`src/rtl/bus_lane_arbiter_x2_pkg.sv`:
```
// Shared definitions for the two-lane bus arbiter: FSM encoding and lane identifiers.
package bus_lane_arbiter_x2_pkg;

  typedef enum logic [1:0] {
    IDLE = 2'd0,
    OWN1 = 2'd1,
    OWN2 = 2'd2,
    TURN = 2'd3
  } arb_state_e;

  typedef enum logic [1:0] {
    LANE1 = 2'd1,
    LANE2 = 2'd2
  } lane_id_e;

  // Width of a counter that must reach max_val inclusive, never narrower than one bit.
  function automatic int unsigned cnt_width(input int unsigned max_val);
    int unsigned w;
    w = $clog2(max_val + 1);
    return (w > 1) ? w : 1;
  endfunction

endpackage

```
`src/rtl/bus_lane_arbiter_x2_hold.sv`:
```
// Saturating hold counter with synchronous clear and a terminal-count flag
// that marks the last cycle a contended grant may be kept.
module bus_lane_arbiter_x2_hold
  import bus_lane_arbiter_x2_pkg::*;
#(
  parameter int unsigned UUID     = 0,
  parameter int unsigned HOLD_MAX = 8
) (
  input  logic clk,
  input  logic rst_n,
  input  logic clr,
  input  logic en,
  output logic tc
);

  localparam int unsigned W = cnt_width(HOLD_MAX);
  localparam logic [W-1:0] MAX_C = W'(HOLD_MAX);
  localparam logic [W-1:0] TC_C  = (HOLD_MAX > 0) ? W'(HOLD_MAX - 1) : '0;

  logic [W-1:0] count_q;
  logic [W-1:0] count_d;

  // Next count: clear wins, otherwise increment until pinned at HOLD_MAX.
  always_comb begin
    count_d = count_q;
    if (clr) begin
      count_d = '0;
    end else if (en && (count_q != MAX_C)) begin
      count_d = count_q + 1'b1;
    end
  end

  // Counter register.
  always_ff @(posedge clk or negedge rst_n) begin
    if (!rst_n) begin
      count_q <= '0;
    end else begin
      count_q <= count_d;
    end
  end

  assign tc = (HOLD_MAX != 0) && (count_q == TC_C);

endmodule

```
`src/rtl/bus_lane_arbiter_x2.sv`:
```
// Round-robin arbiter owning two shared 1-bit lanes, with a one-cycle turnaround
// between owners and optional preemption of a grant held against contention.
module bus_lane_arbiter_x2
  import bus_lane_arbiter_x2_pkg::*;
#(
  parameter int unsigned UUID     = 0,
  parameter string       NAME     = "",
  parameter int unsigned HOLD_MAX = 8
) (
  input  logic clk,
  input  logic rst,
  input  logic Req1,
  input  logic Req2,
  input  logic Data1,
  input  logic Data2,
  output logic Grant1,
  output logic Grant2,
  output logic Output1,
  output logic Output2,
  output logic Preempt
);

  arb_state_e state_q, state_d;
  lane_id_e   last_q, last_d;
  logic       preempt_q, preempt_d;
  logic       own_q, own_d;
  logic       hold_tc;

  assign own_q = (state_q == OWN1) || (state_q == OWN2);
  assign own_d = (state_d == OWN1) || (state_d == OWN2);

  // Counter runs only while a grant persists across an edge; it reads zero
  // in every non-owning cycle so each new grant starts counting from zero.
  bus_lane_arbiter_x2_hold #(
    .UUID     (UUID ^ 32'd1),
    .HOLD_MAX (HOLD_MAX)
  ) u_hold_counter (
    .clk   (clk),
    .rst_n (rst),
    .clr   (!own_d),
    .en    (own_q && own_d),
    .tc    (hold_tc)
  );

  // Next-state logic: arbitrate from IDLE/TURN, release voluntarily or by preemption from OWNn.
  always_comb begin
    state_d   = state_q;
    last_d    = last_q;
    preempt_d = 1'b0;
    unique case (state_q)
      IDLE, TURN: begin
        if (Req1 && (!Req2 || (last_q == LANE2))) begin
          state_d = OWN1;
        end else if (Req2) begin
          state_d = OWN2;
        end else begin
          state_d = IDLE;
        end
      end
      OWN1: begin
        // A voluntary drop takes precedence, so Preempt stays low when both coincide.
        if (!Req1) begin
          state_d = TURN;
          last_d  = LANE1;
        end else if (hold_tc && Req2) begin
          state_d   = TURN;
          last_d    = LANE1;
          preempt_d = 1'b1;
        end
      end
      OWN2: begin
        if (!Req2) begin
          state_d = TURN;
          last_d  = LANE2;
        end else if (hold_tc && Req1) begin
          state_d   = TURN;
          last_d    = LANE2;
          preempt_d = 1'b1;
        end
      end
      default: state_d = IDLE;
    endcase
  end

  // State registers; last owner resets to lane 2 so lane 1 wins the first tie.
  always_ff @(posedge clk or negedge rst) begin
    if (!rst) begin
      state_q   <= IDLE;
      last_q    <= LANE2;
      preempt_q <= 1'b0;
    end else begin
      state_q   <= state_d;
      last_q    <= last_d;
      preempt_q <= preempt_d;
    end
  end

  assign Grant1  = (state_q == OWN1);
  assign Grant2  = (state_q == OWN2);
  assign Output1 = Grant1 & Data1;
  assign Output2 = Grant2 & Data2;
  assign Preempt = preempt_q;

endmodule

```
`config.mk`:
```
export PLATFORM = sky130hd
export DESIGN_NAME = bus_lane_arbiter_x2
export DESIGN_NICKNAME = d
export VERILOG_FILES = /design/src/rtl/bus_lane_arbiter_x2_pkg.sv /design/src/rtl/bus_lane_arbiter_x2_hold.sv /design/src/rtl/bus_lane_arbiter_x2.sv
export SDC_FILE = /design/constraint.sdc
export NUM_CORES = 1
export LEC_CHECK = 0
export BUFFER_PORTS_ARGS = -buffer_cell sky130_fd_sc_hd__buf_2
export CORE_MARGIN = 3
export CORE_UTILIZATION = 40
export CTS_CLUSTER_DIAMETER = 80
export CTS_CLUSTER_SIZE = 30
export DETAILED_ROUTE_END_ITERATION = 8
export GPL_ROUTABILITY_DRIVEN = 0
export PLACE_DENSITY = 0.68
export RECOVER_POWER = 100
export SETUP_SLACK_MARGIN = 0.02
export SKIP_LAST_GASP = 1
export SYNTH_ARGS = -nofsm -noshare
export SYNTH_HDL_FRONTEND = slang
export SYNTH_HIERARCHICAL = 1
export SYNTH_SLANG_ARGS = --single-unit
```
`constraint.sdc`:
```
create_clock -name clk -period 2.7 [get_ports clk]
set_clock_uncertainty 0.2 [all_clocks]
set_input_delay 0 -clock clk [delete_from_list [all_inputs] [get_ports clk]]
set_output_delay 0 -clock clk [all_outputs]
set_load 0.01 [all_outputs]
```
==> flow_summary.html <==
<table>
<tr><th>Metric</th><th>Value</th></tr>
<tr><th colspan="2">Outcome</th></tr>
<tr><td>Run status</td><td>finished, final reports clean</td></tr>
<tr><th colspan="2">Clock tree</th></tr>
<tr><td>Cell chosen for the clock root</td><td>sky130_fd_sc_hd__clkbuf_4</td></tr>
<tr><td>Clk slew on worst S/H paths</td><td>0.06 ns</td></tr>
<tr><td>TritonCTS clock tree</td><td>built</td></tr>
<tr><td>Maximum buffer depth of the clock tree</td><td>2</td></tr>
<tr><td>H-tree depth</td><td>1</td></tr>
<tr><td>Latest clock arrival within the worst-skew pair</td><td>0.26 ns</td></tr>
<tr><td>Inserted Clock Buffers</td><td>3</td></tr>
<tr><td>Clock sink count</td><td>9</td></tr>
<tr><th colspan="2">Logic synthesis</th></tr>
<tr><td>Combinational family with the most area after synthesis</td><td>simple AND/OR/NAND/NOR gates</td></tr>
<tr><td>Synth Area in Adders</td><td>8.20%</td></tr>
<tr><td>Post-synthesis share of cell area spent on xor and xnor gates</td><td>1.43%</td></tr>
<tr><td>Multiplexer share of the synthesized area</td><td>9.22%</td></tr>
<tr><td>Fraction of the yosys area taken by sequential cells</td><td>37.1%</td></tr>
<tr><td>Count of distinct cell types in the synthesized netlist</td><td>29</td></tr>
<tr><td>Number of enable flip-flop cells after synthesis</td><td>0</td></tr>
<tr><td>Compound-cell area share of the yosys netlist</td><td>15.8%</td></tr>
<tr><td>Syn_nets</td><td>76</td></tr>
<tr><td>Avg Cell Area, Syn</td><td>9.25 um2</td></tr>
<tr><td>Synth Warn #</td><td>6</td></tr>
<tr><td>Synth Cell Area</td><td>611 um2</td></tr>
<tr><td>Top flip-flop cell by instance count after synthesis</td><td>sky130_fd_sc_hd__dfrtp_1</td></tr>
<tr><td>Simple logic cell fraction of the synthesized area</td><td>20.9%</td></tr>
<tr><td>Post-Syn Instances</td><td>66</td></tr>
<tr><td>Share of flip-flops with an asynchronous set or reset</td><td>100%</td></tr>
<tr><td>Flip-flop and latch count after synthesis</td><td>9</td></tr>
<tr><th colspan="2">Power and ir drop</th></tr>
<tr><td>Total leakage power</td><td>0.372 nW</td></tr>
<tr><td>Worst ir drop on vdd</td><td>0.985 mV</td></tr>
<tr><td>Power per cell area</td><td>1110 nW/um2</td></tr>
<tr><th colspan="2">Timing</th></tr>
<tr><td>F_max</td><td>378 MHz</td></tr>
<tr><td>Transition time at the pin with the least slew margin</td><td>0.436 ns</td></tr>
<tr><td>Final Max Slew Viols</td><td>0</td></tr>
<tr><td>Total negative slack for setup checks</td><td>0 ns</td></tr>
<tr><td>Number of setup violations in the final report</td><td>0</td></tr>
<tr><td>Max-Slew Margin vs Limit</td><td>70.7%</td></tr>
<tr><td>Minimum period implied by the final worst setup slack</td><td>2.65 ns</td></tr>
<tr><td>Smallest hold slack</td><td>0.0907 ns</td></tr>
<tr><td>Setup repair after global routing missed its margin</td><td>yes</td></tr>
<tr><td>Hold Vio Cnt, Final</td><td>0</td></tr>
<tr><td>Post-route clock period utilization</td><td>98.0%</td></tr>
<tr><th colspan="2">Routing</th></tr>
<tr><td>Sum of routed wire length over all layers</td><td>1520 um</td></tr>
<tr><td>Detail-routed net length per standard cell</td><td>14.6 um</td></tr>
<tr><td>Overall via count from detail_route</td><td>548</td></tr>
<tr><td># DRC</td><td>0</td></tr>
<tr><td>DRT antenna net count</td><td>0</td></tr>
<tr><td>DR vias/cell</td><td>5.27</td></tr>
<tr><td>Starting DRT DRC Count</td><td>15</td></tr>
<tr><td>DRT Pass-1 Iters</td><td>4</td></tr>
<tr><th colspan="2">Die</th></tr>
<tr><td>Die extent in y</td><td>45.1 um</td></tr>
<tr><td>Horizontal die dimension</td><td>45.1 um</td></tr>
<tr><td>Area enclosed by the die boundary</td><td>2030 um2</td></tr>
<tr><td>Top-level I/O count</td><td>11</td></tr>
<tr><td>Area inside the core boundary</td><td>1370 um2</td></tr>
<tr><td>Starting utilization of the core area</td><td>44.7%</td></tr>
<tr><td>Placement Rows</td><td>13</td></tr>
<tr><th colspan="2">GRT</th></tr>
<tr><td>GRT Max-Usage Layer</td><td>met2</td></tr>
<tr><td>Met3 layer usage reported by global route</td><td>5.98%</td></tr>
<tr><td>Combined global-route utilization of all metal layers</td><td>15.7%</td></tr>
<tr><td>Antenna violations before repair</td><td>0</td></tr>
<tr><td>Pin count of the biggest net entering global routing</td><td>9</td></tr>
<tr><td>Global Route met2 Usage</td><td>25.1%</td></tr>
<tr><td>Global-route met1 utilization</td><td>18.0%</td></tr>
<tr><td>Aggregate global routing overflow</td><td>0</td></tr>
<tr><td>First-pass GRT wire length</td><td>2190 um</td></tr>
<tr><td>Via count of the first global-routing pass</td><td>505</td></tr>
<tr><th colspan="2">Layout</th></tr>
<tr><td>Antenna diodes</td><td>0</td></tr>
<tr><td>Final core utilization</td><td>59.2%</td></tr>
<tr><td>Nets</td><td>100</td></tr>
<tr><td>Layout cell share with drive strength beyond 1</td><td>31.5%</td></tr>
<tr><td>Area added between synthesis and finish</td><td>32.6%</td></tr>
<tr><td>Fill cell total of the finished layout</td><td>129</td></tr>
<tr><td>Commonest cells after routing, fill and taps aside</td><td>sky130_fd_sc_hd__dfrtp_1 (8), sky130_fd_sc_hd__inv_1 (8), sky130_fd_sc_hd__buf_2 (8)</td></tr>
<tr><th colspan="2">Run</th></tr>
<tr><td>Number of max-cap violations</td><td>0</td></tr>
<tr><th colspan="2">Setup path</th></tr>
<tr><td>Arrival time reported for the critical path endpoint</td><td>2.59 ns</td></tr>
<tr><td>Critical path cell sequence</td><td>ha_2 &gt; nand2_2 &gt; nor2_4 &gt; mux2i_1 &gt; a311o_1 &gt; or4_4 &gt; a21oi_4 &gt; o21a_1 &gt; mux2_4</td></tr>
<tr><td>Setup Crit Path Kind</td><td>reg2reg</td></tr>
<tr><td>Crit path max-delay family</td><td>compound AO/OA/AOI/OAI gates</td></tr>
<tr><td>CP Data Required Time</td><td>2.64 ns</td></tr>
<tr><td>Worst Path Buf+Inv</td><td>0</td></tr>
<tr><td>Critical-path top delay cell</td><td>sky130_fd_sc_hd__or4_4</td></tr>
<tr><td>Largest stage delay on the critical path</td><td>0.46 ns</td></tr>
<tr><td>Endpoint kind of the worst setup timing path</td><td>flop</td></tr>
<tr><td>Peak fanout along the critical path</td><td>3</td></tr>
<tr><td>Nature of the critical path startpoint</td><td>flop</td></tr>
<tr><th colspan="2">Hold path</th></tr>
<tr><td>Path category of the worst min-delay check</td><td>in2out</td></tr>
<tr><th colspan="2">Placement</th></tr>
<tr><td>Port buffer count</td><td>10</td></tr>
<tr><td>Dpl hpwl</td><td>961 um</td></tr>
</table>
-- path summary, 6_finish.rpt --
path | startpoint | end | slack (ns) | depth (start not counted)
min | Data2 | Output2 | 0.09 | 3
max | u_hold_counter/count_q[0] | u_hold_counter/count_q[0] | 0.05 | 9
max in group asynchronous | rst | state_q[1] | 0.92 | 4
max reg2reg | u_hold_counter/count_q[0] | u_hold_counter/count_q[0] | 0.05 | 9
min in group asynchronous | rst | last_q[1] | 0.56 | 3
min reg2reg | last_q[1] | last_q[1] | 0.29 | 2
-- flip-flops by register name (all words and copies together) (netlist names) --
register	count
Preempt	1
last_q	2
state_q	2
u_hold_counter/count_q	4
-- routing by layer --
| layer | wire [um] | up-vias | share of wire [%] |
|---|---|---|---|
| li1 | - | 278 | - |
| met1 | 620 | 251 | 41 |
| met2 | 804 | 17 | 53 |
| met3 | 81 | 2 | 5.3 |
| met4 | 15 | 0 | 0.99 |
| met5 | 0 | - | 0 |
-- where the power goes --
group,switching (mW),internal [mW]
clock,0.0460,0.0569
sequential,0.0220,0.173
combinational,0.307,0.291
total,0.375,0.521
-- logic make-up after synthesis --
logic type      after synthesis
buf+inv                      10
mux                           5
flops                         9
compound gates               13
simple gates                 24
xor+xnor                      1
fa+ha+maj                     4
-- worst reg2reg max path, delay by kind of cell, from the launching register on --
family                   cells  cell delay (ns)
AO/OA/AOI/OAI                3             0.72
adder cells (fa/ha/maj)      1             0.20
AND/OR/NAND/NOR              3             0.66
flip-flops                   1             0.37
multiplexers                 2             0.39
-- synth_stat cells, drive strengths merged, types with 2 or more instances --
cell / number / area, um2
dfrtp: 8 / 200
inv: 8 / 30.0
nor2: 8 / 30.0
nand2: 5 / 18.8
ha: 4 / 50.1
a21oi: 3 / 15.0
mux2i: 3 / 30.0
and2: 2 / 12.5
mux2: 2 / 26.3
nand2b: 2 / 12.5
nor3: 2 / 10.0
nor4b: 2 / 17.5
o21a: 2 / 15.0
-- what timing repair did --
item	in CTS	in global routing
endpoints found under the setup margin	2	2
resized for setup	2	5
hold endpoints to repair	13	0
hold buffers	5	0
setup buffers	0	1
pin swaps	0	2
-- per-stage QoR --
| step | std cells | cell area, um2 | worst slack [ns] | power (mW) |
|---|---|---|---|---|
| after floorplan | 66 | 611 | 0.101 | 0.571 |
| after global placement | 94 | 702 | 0.00786 | 0.702 |
| after detailed placement | 94 | 702 | -0.0308 | 0.710 |
| after CTS | 103 | 785 | 0.0355 | 0.837 |
| after global routing | 104 | 810 | -0.0407 | 0.957 |
| final | 104 | 810 | 0.0529 | 0.896 |
-- layout make-up --
cell class              count  area [um2]  area share, %
well taps                  15        18.8           2.32
flip-flops and latches      9         226           28.0
clock buffers               4        26.3           3.25
inverters                   8        30.0           3.71
multi-input cells          47         365           45.1
repair buffers             21         143           17.6
Note: power is estimated with default switching activity, not from simulation.
